<file path="config.mk">
export PLATFORM = sky130hd
export DESIGN_NAME = wash_cycle_controller
export DESIGN_NICKNAME = d
export VERILOG_FILES = /design/src/rtl/wash_cycle_controller.sv
export SDC_FILE = /design/constraint.sdc
export NUM_CORES = 1
export LEC_CHECK = 0
export BUFFER_PORTS_ARGS = -buffer_cell sky130_fd_sc_hd__buf_2
export CAP_MARGIN = 10
export CORE_ASPECT_RATIO = 0.5
export CORE_UTILIZATION = 40
export DETAILED_ROUTE_END_ITERATION = 10
export GPL_ROUTABILITY_DRIVEN = 0
export SYNTH_ARGS = -nofsm -noshare
export SYNTH_HDL_FRONTEND = slang
export SYNTH_SLANG_ARGS = --single-unit
export TNS_END_PERCENT = 1
</file>
<file path="constraint.sdc">
create_clock -name clock -period 4 [get_ports clock]
set_clock_uncertainty 0.15 [all_clocks]
set_input_delay 0.4 -clock clock [delete_from_list [all_inputs] [get_ports clock]]
set_output_delay 0.4 -clock clock [all_outputs]
set_load 0.1 [all_outputs]
</file>
<file path="src/rtl/wash_cycle_controller.sv">
// Washing-machine sequencer: coin arming, timed soak/wash/rinse/spin phases,
// lid-open pause, cancel drain, spin-imbalance retries and motor fault handling.
module wash_cycle_controller #(
   parameter int COINS_REQUIRED    = 2,
   parameter int COIN_W            = 3,
   parameter int TIMER_W           = 16,
   parameter int SOAK_CYCLES       = 8,
   parameter int WASH_CYCLES       = 12,
   parameter int RINSE_CYCLES      = 6,
   parameter int RINSE_PASSES      = 2,
   parameter int SPIN_CYCLES       = 10,
   parameter int IMBALANCE_RETRIES = 3
) (
   input  logic               clock,
   input  logic               reset_n,
   input  logic               sig_Coin,
   input  logic               sig_Lid_Closed,
   input  logic               sig_Cancel,
   input  logic               sig_Out_Of_Balance,
   input  logic               sig_Motor_Failure,
   output logic [2:0]         state,
   output logic [TIMER_W-1:0] timer_remaining,
   output logic [3:0]         rinse_pass,
   output logic [COIN_W-1:0]  coins,
   output logic               paused,
   output logic               refund,
   output logic               done
);

   typedef enum logic [2:0] {
      IDLE  = 3'd0,
      READY = 3'd1,
      SOAK  = 3'd2,
      WASH  = 3'd3,
      RINSE = 3'd4,
      SPIN  = 3'd5,
      DONE  = 3'd6,
      FAULT = 3'd7
   } phase_t;

   localparam logic [TIMER_W-1:0] SOAK_LOAD   = TIMER_W'(SOAK_CYCLES - 1);
   localparam logic [TIMER_W-1:0] WASH_LOAD   = TIMER_W'(WASH_CYCLES - 1);
   localparam logic [TIMER_W-1:0] RINSE_LOAD  = TIMER_W'(RINSE_CYCLES - 1);
   localparam logic [TIMER_W-1:0] SPIN_LOAD   = TIMER_W'(SPIN_CYCLES - 1);
   localparam logic [COIN_W-1:0]  COIN_TARGET = COIN_W'(COINS_REQUIRED);
   localparam logic [COIN_W-1:0]  COIN_MAX    = {COIN_W{1'b1}};
   localparam logic [3:0]         PASS_TARGET = 4'(RINSE_PASSES);
   localparam logic [3:0]         RETRY_LIMIT = 4'(IMBALANCE_RETRIES);

   phase_t              phase_q;
   logic                coin_prev;
   logic [3:0]          imb_cnt;
   logic                coin_rise;
   logic [COIN_W-1:0]   coins_inc;
   logic [3:0]          rinse_next;
   logic [3:0]          imb_next;

   assign state      = phase_q;
   assign coin_rise  = sig_Coin & ~coin_prev;
   assign coins_inc  = coins + 1'b1;
   assign rinse_next = rinse_pass + 4'd1;
   assign imb_next   = imb_cnt + 4'd1;

   always_ff @(posedge clock or negedge reset_n) begin
      if (!reset_n) begin
         phase_q         <= IDLE;
         coin_prev       <= 1'b0;
         imb_cnt         <= 4'd0;
         timer_remaining <= '0;
         rinse_pass      <= 4'd0;
         coins           <= '0;
         paused          <= 1'b0;
         refund          <= 1'b0;
         done            <= 1'b0;
      end else begin
         coin_prev <= sig_Coin;
         refund    <= 1'b0;
         done      <= 1'b0;
         paused    <= 1'b0;
         case (phase_q)
            IDLE: begin
               if (sig_Cancel && coins != '0) begin
                  coins  <= '0;
                  refund <= 1'b1;
               end else if (coin_rise && coins != COIN_MAX) begin
                  coins <= coins_inc;
                  if (coins_inc >= COIN_TARGET) phase_q <= READY;
               end
            end
            READY: begin
               if (sig_Cancel) begin
                  phase_q <= IDLE;
                  coins   <= '0;
                  refund  <= 1'b1;
               end else if (sig_Lid_Closed) begin
                  phase_q         <= SOAK;
                  timer_remaining <= SOAK_LOAD;
               end
            end
            // Timed phases share one priority chain; only expiry is phase specific.
            SOAK, WASH, RINSE, SPIN: begin
               if (sig_Motor_Failure) begin
                  phase_q         <= FAULT;
                  timer_remaining <= '0;
               end else if (sig_Cancel && phase_q != SPIN) begin
                  phase_q         <= SPIN;
                  timer_remaining <= SPIN_LOAD;
               end else if (sig_Out_Of_Balance && phase_q == SPIN) begin
                  imb_cnt <= imb_next;
                  if (imb_next >= RETRY_LIMIT) begin
                     phase_q         <= FAULT;
                     timer_remaining <= '0;
                  end else begin
                     timer_remaining <= SPIN_LOAD;
                  end
               end else if (!sig_Lid_Closed) begin
                  paused <= 1'b1;
               end else if (timer_remaining != '0) begin
                  timer_remaining <= timer_remaining - 1'b1;
               end else begin
                  case (phase_q)
                     SOAK: begin
                        phase_q         <= WASH;
                        timer_remaining <= WASH_LOAD;
                     end
                     WASH: begin
                        phase_q         <= RINSE;
                        timer_remaining <= RINSE_LOAD;
                     end
                     RINSE: begin
                        rinse_pass <= rinse_next;
                        if (rinse_next < PASS_TARGET) begin
                           timer_remaining <= RINSE_LOAD;
                        end else begin
                           phase_q         <= SPIN;
                           timer_remaining <= SPIN_LOAD;
                        end
                     end
                     SPIN: begin
                        phase_q <= DONE;
                        done    <= 1'b1;
                     end
                     default: phase_q <= IDLE;
                  endcase
               end
            end
            DONE: begin
               phase_q    <= IDLE;
               coins      <= '0;
               rinse_pass <= 4'd0;
               imb_cnt    <= 4'd0;
            end
            // Fault exit needs the lid open so nobody restarts a faulted drum by accident.
            FAULT: begin
               if (sig_Cancel && !sig_Lid_Closed) begin
                  phase_q         <= IDLE;
                  coins           <= '0;
                  rinse_pass      <= 4'd0;
                  imb_cnt         <= 4'd0;
                  timer_remaining <= '0;
               end
            end
            default: phase_q <= IDLE;
         endcase
      end
   end

endmodule

</file>
Yosys cells after proc, flatten, opt, wreduce, memory -nomap -nowiden. Index checks and enable logic that the tools add are counted. Widths: inputs -> output; s select.

Register bits after elaboration: 34. Latch bits: 0. Memory bits (writable): 0. Memory bits (read-only): 0. Bits of input ports: 7. Output and inout port bits: 29. Logic and storage cells: 124. Memories: 0.

Add/sub/neg operators: 4. Multiply operators: 0. Divide/modulo/power cells: 0. Magnitude comparators: 3. Equal/unequal tests: 30. Shift-type cells: 0. Muxes and demuxes: 58. Bitwise operators: 2. Reductions and logical operators: 18.

Operators with widths (number): $mux 16 (8); $pmux 16 s3 (2); $mux 3 (16); $mux 4 (12); $ne 2x2->1 const B (14); $pmux 3 s4 (2); $pmux 4 s3 (2); $reduce_bool 16->1 (1); $sub 16x1->16 const B (1); $ne 5x5->1 const B (3); $pmux 3 s5 (1); $mux 1 (14); $eq 3x3->1 const B (4); $ne 3x3->1 const B (4); $reduce_and 9->1 (1); $reduce_bool 3->1 (3); $add 4x1->4 const B (2); $ne 8x8->1 const B (1); $reduce_and 8->1 (1); $eq 3x2->1 const B (2); $ne 6x6->1 const B (1); $reduce_and 6->1 (1); $logic_and 1x1->1 (5); $reduce_and 5->1 (1); other kinds (13) (13).

Logic depth before layout (Yosys ltp). Gate-level depths: netlist of run 1.

Depth in word-level cells: 10. Gate-level depth with buffers: 9. Depth with buffers taken out: 8.

Worst setup path after synthesis of run 1. OpenSTA, ideal clock, no wires.

Path kind: register to register. Start: register timer_remaining[0]. End: register timer_remaining[7]. Arrival time: 2.761 ns. Path slack: 1.015 ns. Cell stages (with the launch flop): 10. Path buffers: 1. Period minus slack after synthesis: 2.985 ns. Cells stage by stage: dfrtp_1 > inv_1 > ha_1 > nor4b_2 > and4_1 > a21o_1 > clkbuf_1 > or3_1 > xor2_1 > nor2_1.

Cells in the longest elaborated chain, start to end: 7. Elaborated cells on any way between the ends: 10. Those cells by class: add/sub (1); eq/ne (1); mux (6); reduce/logical (2).

RTL lines: from (decl) (line 22) `output logic [TIMER_W-1:0] timer_remaining,`; from (signal assigned) (line 119) `timer_remaining <= timer_remaining - 1'b1;`; $sub 16x1->16 or $reduce_bool 16->1 (tied branches) (line 119, 118); $mux 16 (line 118) `end else if (timer_remaining != '0) begin`; $mux 16 (line 116) `end else if (!sig_Lid_Closed) begin`; $mux 16 (line 108) `end else if (sig_Out_Of_Balance && phase_q == SPIN) begin`; $mux 16 (line 105) `end else if (sig_Cancel && phase_q != SPIN) begin`; $mux 16 (line 102) `if (sig_Motor_Failure) begin`; $pmux 16 s3 (line 80) `case (phase_q)`.

Several ways; a longest one is shown, not always the timed one. The select of a mux whose other input is x is not followed. A chain may end at the register's enable or synchronous reset.

Worst setup path after layout of run 1.
Start: register timer_remaining[0]. End: register phase_q[1] (netlist: state[1]).

Cells in the longest elaborated chain, start to end: 3.

RTL lines: $reduce_bool 16->1 (line 118); $ne 5x5->1 (no source line); $reduce_and 9->1 (no source line); to (signal assigned) (line 123) `phase_q <= WASH;`; to (signal assigned) (line 127) `phase_q <= RINSE;`; to (signal assigned) (line 135) `phase_q <= SPIN;`; to (decl) (line 50) `phase_t phase_q;`.

Every way passes these cells.

==> flow_results.org, run 1 <==
** Final layout
- Post-route cell area :: about 2700 µm²
- Compared with the post-synthesis result, the final layout area differs by 15.6%.
- End-of-flow core utilization :: between 40% and 50%
- The post-route netlist has a little under a fifth of its cells at a drive strength greater than 1.
- The repair_antennas step left the layout with diodes totalling 0.
- After the last flow step, the layout net total stands at between 300 and 400.

** STA
- Slew Limit Fails :: 0
- The worst pin sits at a relative slew slack of between 40% and 50%.
- Top achievable clock speed :: between 300 and 400 MHz
- Number of setup violations in the final report :: 0
- For the pin with the worst max-slew slack, the measured transition is between 0.7 and 0.8 ns.
- Final Hold Violating Endpoints :: 0
- Time the final worst path needs with I/O delays and setup :: 2.81 ns
- RSZ-0062 raised after global routing :: false
- Fin crit share :: a little over two thirds
- Final setup TNS :: 0 ns

** Routing
- After detailed routing, the total wire length is roughly 5.8 mm.
- The detailed router put a total of approximately 2.9 mm of wire on met1.
- Via-per-instance ratio :: roughly 5.7
- Number of detailed-routing iterations run before antenna repair :: 4
- Total length of routed met2 wires :: 2.56 mm
- Remaining design rule violation count :: 0
- For this block, the initial DRC count from the detailed router was 210.
- Dividing the detail-routed wire length by the instance count gives 15.4 µm.
- Detailed routing inserted a total of between 2k and 2.5k vias.
- After detailed routing, the met3 layer carries ~260 µm of wire.
- DRT antenna net count :: 0
- Uppermost layer routed :: met4

** Clock tree
- Number of CTS-inserted buffers :: 5
- Clock-pin slew was measured on the worst setup and hold paths at 0.06 ns.
- Clk root buf :: clkbuf_16
- Clk_lat worst skew :: between 0.2 and 0.3 ns
- TritonCTS built the clock tree.
- After clock tree synthesis, the repair step resized 0 gates.
- Number of sinks handled by clock tree synthesis :: 34
- Cts hold-fix bufs :: 0
- The H-tree was split into 2 levels.
- Maximum count of clock buffers along a single path :: 2
- Buffer count from post-CTS setup fixing :: 0

** Logic synthesis
- Most common cell in the synthesized netlist :: dfrtp_1
- When the netlist entered floorplanning its net count stood at 286.
- After synthesis, the most frequently instantiated cells are dfrtp_1, nor2_1, nand2_1.
- The share of synthesized area in the top cell type comes to 36.6%.
- Synthesized area per cell :: approximately 8.6 µm²
- Of the synthesized area, sequential elements account for 36.6%.
- The mapped netlist covers between 2000 and 2500 µm².
- In this run, synthesis produced a sequential element count of 34.
- Count of unique library cells instantiated by Yosys :: 55
- In this run, synthesis inferred 0 flip-flops with an integrated enable.
- Largest area contributor in the netlist :: dfrtp_1
- Synth top area cells :: dfrtp_1, o21ai_0, ha_1, nor2_1, nand2_1
- Most used flip-flop cell after synthesis :: dfrtp_1
- Mapped Cells :: ~270
- Of all flip-flops after synthesis, the portion carrying an async set or reset was 100%.
- Count of yosys warnings during synthesis :: 0

** Setup path
- Largest driver fanout on the critical path :: 13
- Data arrival at the endpoint of the critical path :: between 2 and 3 ns
- Sort of element at the start of the critical path :: flip-flop
- Kind of capture point of the worst setup path :: flip-flop
- For the worst setup path, the data required time is about 4 ns.
- By startpoint and endpoint, the worst setup path is classified as flip-flop to flip-flop.

** Floorplanning
- For this configuration, the core starts out at a cell density of a little over two fifths.
- Die X-Extent :: ~110 µm
- Floorplan die height :: approximately 56 µm
- Top-level port count :: 36
- In this run the standard cell core region covers 5540 µm².
- Area of the die :: 6140 µm²
- After floorplanning, the core was divided into 19 placement rows.

** Place
- Area of placed instances :: ~2500 µm²
- Count of buffers from port buffering :: 35
- Summed over all nets, the half-perimeter wirelength after detailed placement is 4.19 mm.

** Global routing
- Summed over all layers, the global routing overflow is 0.
- Global-route wire length before repair :: roughly 9.8 mm
- In the global route stage, overall resource usage came out at approximately a fifth.
- Entering global routing, the biggest net connects 35 pins.
- The number of global-route vias before repair is around 2k.
- Antenna violations before repair :: 0

** Job
- Total of max-cap violations :: 0

** Hold path
- Path type of the worst min-delay path :: input port to async pin

** Outcome
- Status :: completed
-- worst max-delay path, cell delays in order (launching register included) --
cell	delay, ns
dfrtp_1	0.38
inv_1	0.10
ha_1	0.22
nor4b_2	0.35
and4_1	0.54
a21oi_1	0.21
nor4_2	0.51
a21oi_1	0.12
a31oi_1	0.16
-- per-layer routing --
| metal | up-vias | track usage (%) |
|---|---|---|
| met1 | 1035 | 29.2 |
| li1 | 1052 | - |
| met2 | 56 | 31.1 |
| met3 | 7 | 4.45 |
| met5 | - | 0 |
| met4 | 0 | 5.71 |
-- cell type report --
class	instances	area [µm²]
clock inverter	1	5.00
timing repair buffer	35	175
tap	73	91.3
multi-input combinational	211	1370
sequential	34	851
inverter	14	52.6
fill	559	2850
clock buffer	7	143
-- placed cells by master, fill, tap and decap left out, types with 3 or more instances in the layout --
cell type   n
nor2b_1     3
or3_1       4
and3_1      4
nand3b_1    3
nand4_1     3
clkbuf_16   5
nor3b_1     3
buf_2      35
inv_1      14
o21ai_0    22
a21oi_1    13
dfrtp_1    34
nor4_2      3
and2_1      4
o31ai_1     4
or2_2       3
nor3_1     10
a31oi_1     5
nor4b_1     4
ha_1        8
nand2_1    24
xnor2_1     6
nand3_1     8
nor4_1      4
nor2_1     25
xor2_1      8
-- final timing paths --
path	slack, ns	start	endpoint	cells past startpoint
setup / recovery	1.19	timer_remaining[0]	state[1]	8
hold / removal	0.04	reset_n	timer_remaining[8]	1
setup reg to reg	1.19	timer_remaining[0]	state[1]	8
hold reg to reg	0.42	timer_remaining[1]	timer_remaining[1]	2
max in group asynchronous	3.18	reset_n	state[0]	1
min in group clock	0.10	sig_Coin	coin_prev	1
-- state kept, by name, summed over array words and instances (netlist names) --
signal	cells
timer_remaining	16
imb_cnt	4
rinse_pass	4
coins	3
state	3
coin_prev	1
done	1
paused	1
refund	1
-- kinds of logic (layout without fill, tap and decap cells) --
logic type / after synthesis / after routing / share of synthesized area (%)
adders and majority gates: 8 / 8 / 4.31
AOI/OAI and AO/OA: 68 / 68 / 19.0
and+or+nand+nor: 117 / 117 / 28.5
xor gates and xnor gates: 14 / 14 / 5.27
buffers and inverters: 26 / 57 / 4.47
muxes: 4 / 4 / 1.83
DFF: 34 / 34 / 36.6
-- through the flow --
stage	std cells	setup slack [ns]	hold slack, ns
after floorplan	271	1.01	-0.0456
after global placement	367	1.28	0.361
after detailed placement	367	1.21	0.374
after CTS	375	1.17	0.0745
after global routing	375	0.802	0.109
final	375	1.19	0.0380
Power of run 1 is left out: the tool's default activity adds up to more than one toggle a clock period on the data nets, which glitch-free logic cannot reach.
==> run 2: changes to the inputs <==
==> constraint.sdc (replaced) <==
create_clock -name clock -period 2.9 [get_ports clock]
set_clock_uncertainty 0.15 [all_clocks]
set_input_delay 0.29 -clock clock [delete_from_list [all_inputs] [get_ports clock]]
set_output_delay 0.29 -clock clock [all_outputs]
set_load 0.1 [all_outputs]
==> run 2 against run 1 <==
Effect of this change:
- fmax up 4.1%
- die area unchanged
- critical path depth unchanged
- setup slack worse by 0.99 ns
- cell area up 2.2%
==> flow_results.org, run 2 (synthesis results as in run 1) <==
** Outcome
- The run finished with clean final reports.

** Setup path
- Crit Path Class :: flip-flop to flip-flop
- Sort of element at the start of the critical path :: flip-flop
- Data arrival at the endpoint of the critical path :: 2.73 ns
- Of all nets on the critical path, the largest fanout is 5.
- STA classifies the critical path endpoint as a flip-flop.
- CP Data Required Time :: about 2.9 ns

** Final layout
- N_diodes :: 0
- Post-route insts no fill :: approximately 380
- Final Net Count :: about 320
- Ratio of cells with drive above 1 in the final layout :: approximately a fifth
- Register bank with the most flops :: timer_remaining
- Most common cell after layout, fill and taps aside :: buf_2
- The largest registers in the layout are timer_remaining: 16 flops, imb_cnt: 4 flops, rinse_pass: 4 flops.
- Area growth from synthesis to final layout :: 18.2%
- Post-route cell area :: approximately 2700 µm²
- The register with the most flip-flops in the layout has 16 of them.
- Top library cells by usage in the layout, fill and taps aside :: buf_2, dfrtp_1, nor2_1

** Place
- Count of buffers from port buffering :: 35
- After detailed placement, the design holds a cell count of roughly 370.
- After legalization and detailed placement, the total HPWL measured ~4.3 mm.
- Area of placed instances :: roughly 2600 µm²

** Floorplanning
- Once the floorplan was initialized, standard cells occupied between 40% and 50% of the core.
- Area of the die :: 6140 µm²
- In this run the vertical extent of the chip is approximately 56 µm.
- Core outline area :: 5540 µm²
- In this run the core area contains 19 standard-cell rows.
- Top-level port count :: 36
- Die X-Extent :: 110 µm

** Routing
- Number of vias in the routed layout :: about 2.1k
- Aggregate routed wire length :: just under 6 mm
- Remaining design rule violation count :: 0
- For this run, the detailed router's first-pass iteration total came to 5.
- Via-per-instance ratio :: ~5.6
- Average routed wire per standard cell :: roughly 15 µm
- Drt first-iter violations :: about 270
- DRT antenna net count :: 0

** Global routing
- GRT Overall Usage :: roughly 22%
- The number of antenna violations at the first check in global routing came to 0.
- Pin count of the biggest net entering global routing :: 35
- Global-route wire length before repair :: about 10 mm
- Final global-route overflow total :: 0
- The number of global-route vias before repair is roughly 2.0k.

** STA
- RSZ-0062 raised after global routing :: false
- Final Hold Violating Endpoints :: 0
- Transition time of the tightest slew-check pin :: between 0.7 and 0.8 ns
- Slew Limit Fails :: 0
- The routed design could run at a clock period as short as approximately 2.7 ns.
- After layout, the worst path uses just over 90% of the clock period.
- Top achievable clock speed :: about 370 MHz
- Final setup TNS :: 0 ns
- Number of setup violations in the final report :: 0
- Measured against its own limit, the worst slew margin works out to around half.

** Clock tree
- Clk root buf :: clkbuf_16
- Number of sinks handled by clock tree synthesis :: 34
- The number of clock buffers added by TritonCTS is 5.
- Maximum count of clock buffers along a single path :: 2
- Clk_lat worst skew :: 0.28 ns
- Clock-pin slew was measured on the worst setup and hold paths at around 0.06 ns.
- H-tree levels :: 2
- TritonCTS clock tree :: yes

** Job
- The tool flagged a number of max-cap violations equal to 0.

** Hold path
- Path type of the worst min-delay path :: input port to flip-flop
==> run 2: cell count changes in the layout (fill, tap and decap cells not counted), sizes merged <==
cell / previous run / this run
clkinv: 1 / 0
dlygate4sd3: 0 / 2
buf: 35 / 40
==> run 2: through the flow <==
step                util [%]  hold WS (ns)  setup WS, ns
CTS                     49.3         0.219         0.247
floorplan                  -        -0.156        0.0389
detailed placement      46.6         0.267         0.269
global route            49.6         0.233       0.00491
finish                  49.6         0.228         0.198
global placement        46.6         0.252         0.369
==> run 2: cell type report <==
cell class	instances	area, µm²
fill	540	2790
multi-input combinational	211	1390
sequential	34	853
timing repair buffer	42	233
clock buffer	7	133
tap	73	91.3
inverter	14	52.6
==> run 2: timing repair <==
item,in CTS,in global routing
endpoints found under the setup margin,0,1
endpoints found under the hold margin,35,0
hold buffers,2,0
buffers inserted,0,0
gates resized for setup,0,2
==> run 2: worst max-delay path: stages (launching register included) <==
cell and delay [ns]:
dfrtp_2 0.41, inv_1 0.09, ha_1 0.22, or4b_1 0.50, nor3_1 0.27, nand4b_1 0.21, nor3_1 0.27, nand3_1 0.20
o31ai_1 0.27
==> run 2: worst paths after layout <==
kind,cells after the start,slack [ns],end,startpoint
max,8,0.20,rinse_pass[2],timer_remaining[0]
min,2,0.23,refund,sig_Cancel
max reg2reg,8,0.20,rinse_pass[2],timer_remaining[0]
min reg2reg,1,0.42,rinse_pass[0],rinse_pass[0]
max in group asynchronous,2,1.60,timer_remaining[0],reset_n
min in group asynchronous,2,0.48,imb_cnt[3],reset_n
==> run 2: routing by layer <==
metal	GRT usage (%)	share of wire, %	vias to the layer above
li1	-	-	1068
met1	31.5	52	1010
met2	29.7	42	59
met3	7.03	4.5	4
met4	6.86	0.65	0
met5	0	0	-
Power of run 2 is left out for the same reason.
==> run 3: changes to the inputs <==
--- a/config.mk
+++ b/config.mk
@@ -11,6 +11,7 @@
 export CORE_UTILIZATION = 40
 export DETAILED_ROUTE_END_ITERATION = 10
 export GPL_ROUTABILITY_DRIVEN = 0
+export REMOVE_ABC_BUFFERS = 1
 export SYNTH_ARGS = -nofsm -noshare
 export SYNTH_HDL_FRONTEND = slang
 export SYNTH_SLANG_ARGS = --single-unit
==> run 3 against run 2 <==
Effect of this change:
- setup slack better by 0.065 ns
- sequential share of layout area is 0.34 points lower
- hold slack better by 0.00061 ns
- fmax is 2.5% higher
- core utilization is 0.41 points higher
==> flow_results.org, run 3 (synthesis results as in run 1) <==
** Floorplanning
- In this run the horizontal extent of the chip is between 100 and 150 µm.
- Initial core utilization :: about two fifths
- Core outline area :: between 5000 and 6000 µm²
- # rows :: 19
- Floorplan die height :: roughly 56 µm
- Area of the die :: 6140 µm²
- For this design the top-level I/O count stands at 36.

** Setup path
- Series of cell instances along the critical path :: inv_1, ha_1, or4b_1, nor3_1, nand4b_1, nor3_1, nand3_1, o31ai_1
- Largest driver fanout on the critical path :: 5
- STA puts the critical path data required time at about 2.9 ns.
- Cell type of the slowest stage on the worst timing path :: or4b_1
- The cell family contributing the most delay on the critical path is simple AND/OR/NAND/NOR gates.
- In this run the worst setup path begins at timer_remaining[0].
- Termination of the worst setup path :: rinse_pass[3]
- Number of logic stages on the critical path including buffering :: 8
- For flop-to-flop paths, the worst setup slack is 0.26 ns.
- Crit Reg-Reg Startpoint :: timer_remaining[0]
- STA classifies the critical path endpoint as a flip-flop.
- Cell mode on critical path :: nor3_1
- Together, buffers and inverters on the worst path number 1.
- Sort of element at the start of the critical path :: flip-flop
- On the worst path, the slowest cell contributes a delay of 0.50 ns.
- Logic depth of the worst register-to-register path :: 8
- R2r endpoint :: rinse_pass[3]
- The setup path with the least slack is of type flip-flop to flip-flop.
- Data arrives at the worst endpoint at between 2 and 3 ns.

** Final layout
- The library cell used most frequently in the layout, excluding fill and tap cells, is buf_2.
- In the final layout, flip-flops and latches occupy between 800 and 900 µm².
- Final Net Count :: 324
- N_diodes :: 0
- The register with the most flip-flops in the layout has 16 of them.
- Multi-input gate area in the final layout :: approximately 1400 µm²
- Relative to the synthesized area, the layout overhead comes to 19.2%.
- In the final layout, the registers with the most flip-flops are timer_remaining: 16 flops, imb_cnt: 4 flops, rinse_pass: 4 flops.
- Register bank with the most flops :: timer_remaining
- Number of filler cells placed in the layout :: around 540
- Ratio of cells with drive above 1 in the final layout :: between 20% and 30%
- Leaving out fill and tap cells, the most frequent cells in the layout are buf_2, dfrtp_1, nor2_1.

** STA
- Setup violations remaining at the end of the flow were counted as 0.
- On the final layout, the worst hold slack is 0.228 ns.
- The smallest clock period supported by the final layout is computed as 2.64 ns.
- In the finished design, the share of the clock period the worst path needs comes to between 90 and 100%.
- The number of endpoints with negative hold slack in the final report is 0.
- The worst pin sits at a relative slew slack of between 40 and 50%.
- Based on the critical path, the design can be clocked at up to approximately 380 MHz.
- RSZ-0062 raised after global routing :: false
- For the pin with the worst max-slew slack, the measured transition is 0.773 ns.
- The number of pins exceeding their max-slew limit in the final report was 0.

** Clock tree
- No sink is reached through more buffers than the 2 on the longest clock path.
- Number of gates given a new drive strength after cts :: 0
- Clock tree synthesis inserted a total of 5 buffers.
- At the later pin of the worst-skew pair, clock insertion delay measures 0.28 ns.
- Clock-pin slew was measured on the worst setup and hold paths at roughly 0.06 ns.
- TritonCTS built the clock tree.
- In this run the number of H-tree levels came out at 2.
- Number of sinks handled by clock tree synthesis :: 34
- Clk root buf :: clkbuf_16

** Outcome
- Status :: completed

** Routing
- Drt first-iter violations :: roughly 150
- For this run, the detailed router's first-pass iteration total came to 4.
- Number of vias in the routed layout :: 2,198
- Average routed wire per standard cell :: 15.3 µm
- DRT antenna net count :: 0
- Remaining design rule violation count :: 0
- Summed over all layers, the routed wires come to 5.87 mm.
- Via-per-instance ratio :: 5.74

** Global routing
- Global-route wire length before repair :: approximately 10 mm
- Antenna violations before repair :: 0
- The number of global-route vias before repair is 2,007.
- Global routing used between 20% and 30% of the available tracks.
- Final global-route overflow total :: 0
- Pin count of the biggest net entering global routing :: 35

** Job
- Max-cap violations in this run came to 0.

** Place
- Summed over all nets, the half-perimeter wirelength after detailed placement is approximately 4.3 mm.
- Count of buffers from port buffering :: 35

** Hold path
- Path type of the worst min-delay path :: input port to flip-flop
- Worst hold path depth :: 2
run 3: changes by cell type in the layout (fill, tap and decap cells not counted), moves of 2 or more:
cell	previous run	this run
dfrtp_1	32	34
clkbuf_1	2	0
clkinv_2	0	2
dfrtp_2	2	0
run 3: final cells by class:
type	count	share of cell area [%]
Clock buffer	5	4.52
Clock inverter	3	1.45
Inverter	14	1.90
Multi-Input combinational cell	211	49.5
Sequential cell	34	30.7
Tap cell	73	3.30
Timing Repair Buffer	43	8.67
run 3: routing by layer:
metal	vias to the layer above	part of all wire (%)	global-route usage [%]	routed length, µm
li1	1072	-	-	-
met1	1057	50	30.5	2910
met2	61	43	31.3	2530
met3	8	5.9	4.80	346
met4	0	1.4	6.86	84
met5	-	0	0	0
run 3: metrics by stage:
stage	std cells	setup slack (ns)	instance area, µm²	TNS, ns	util (%)
floorplan	259	-0.186	2270	-0.924	-
finish	383	0.263	2770	0	50.0
detailed placement	373	0.283	2580	0	46.7
global route	383	0.0212	2770	0	50.0
global placement	373	0.373	2580	0	46.7
CTS	383	0.301	2770	0	50.0
run 3: worst min path at each step:
stage                    from            endpoint
6_report       sig_Lid_Closed                done
5_1_grt        sig_Lid_Closed                done
4_1_cts        sig_Lid_Closed                done
3_5_place_dp          reset_n  timer_remaining[8]
3_3_place_gp          reset_n  timer_remaining[8]
2_1_floorplan         reset_n           coin_prev
run 3: timing repair:
action                                 in CTS  in global routing
endpoints found under the hold margin      35                  0
hold buffers                                2                  0
setup buffers                               0                  0
Power of run 3 is left out for the same reason.
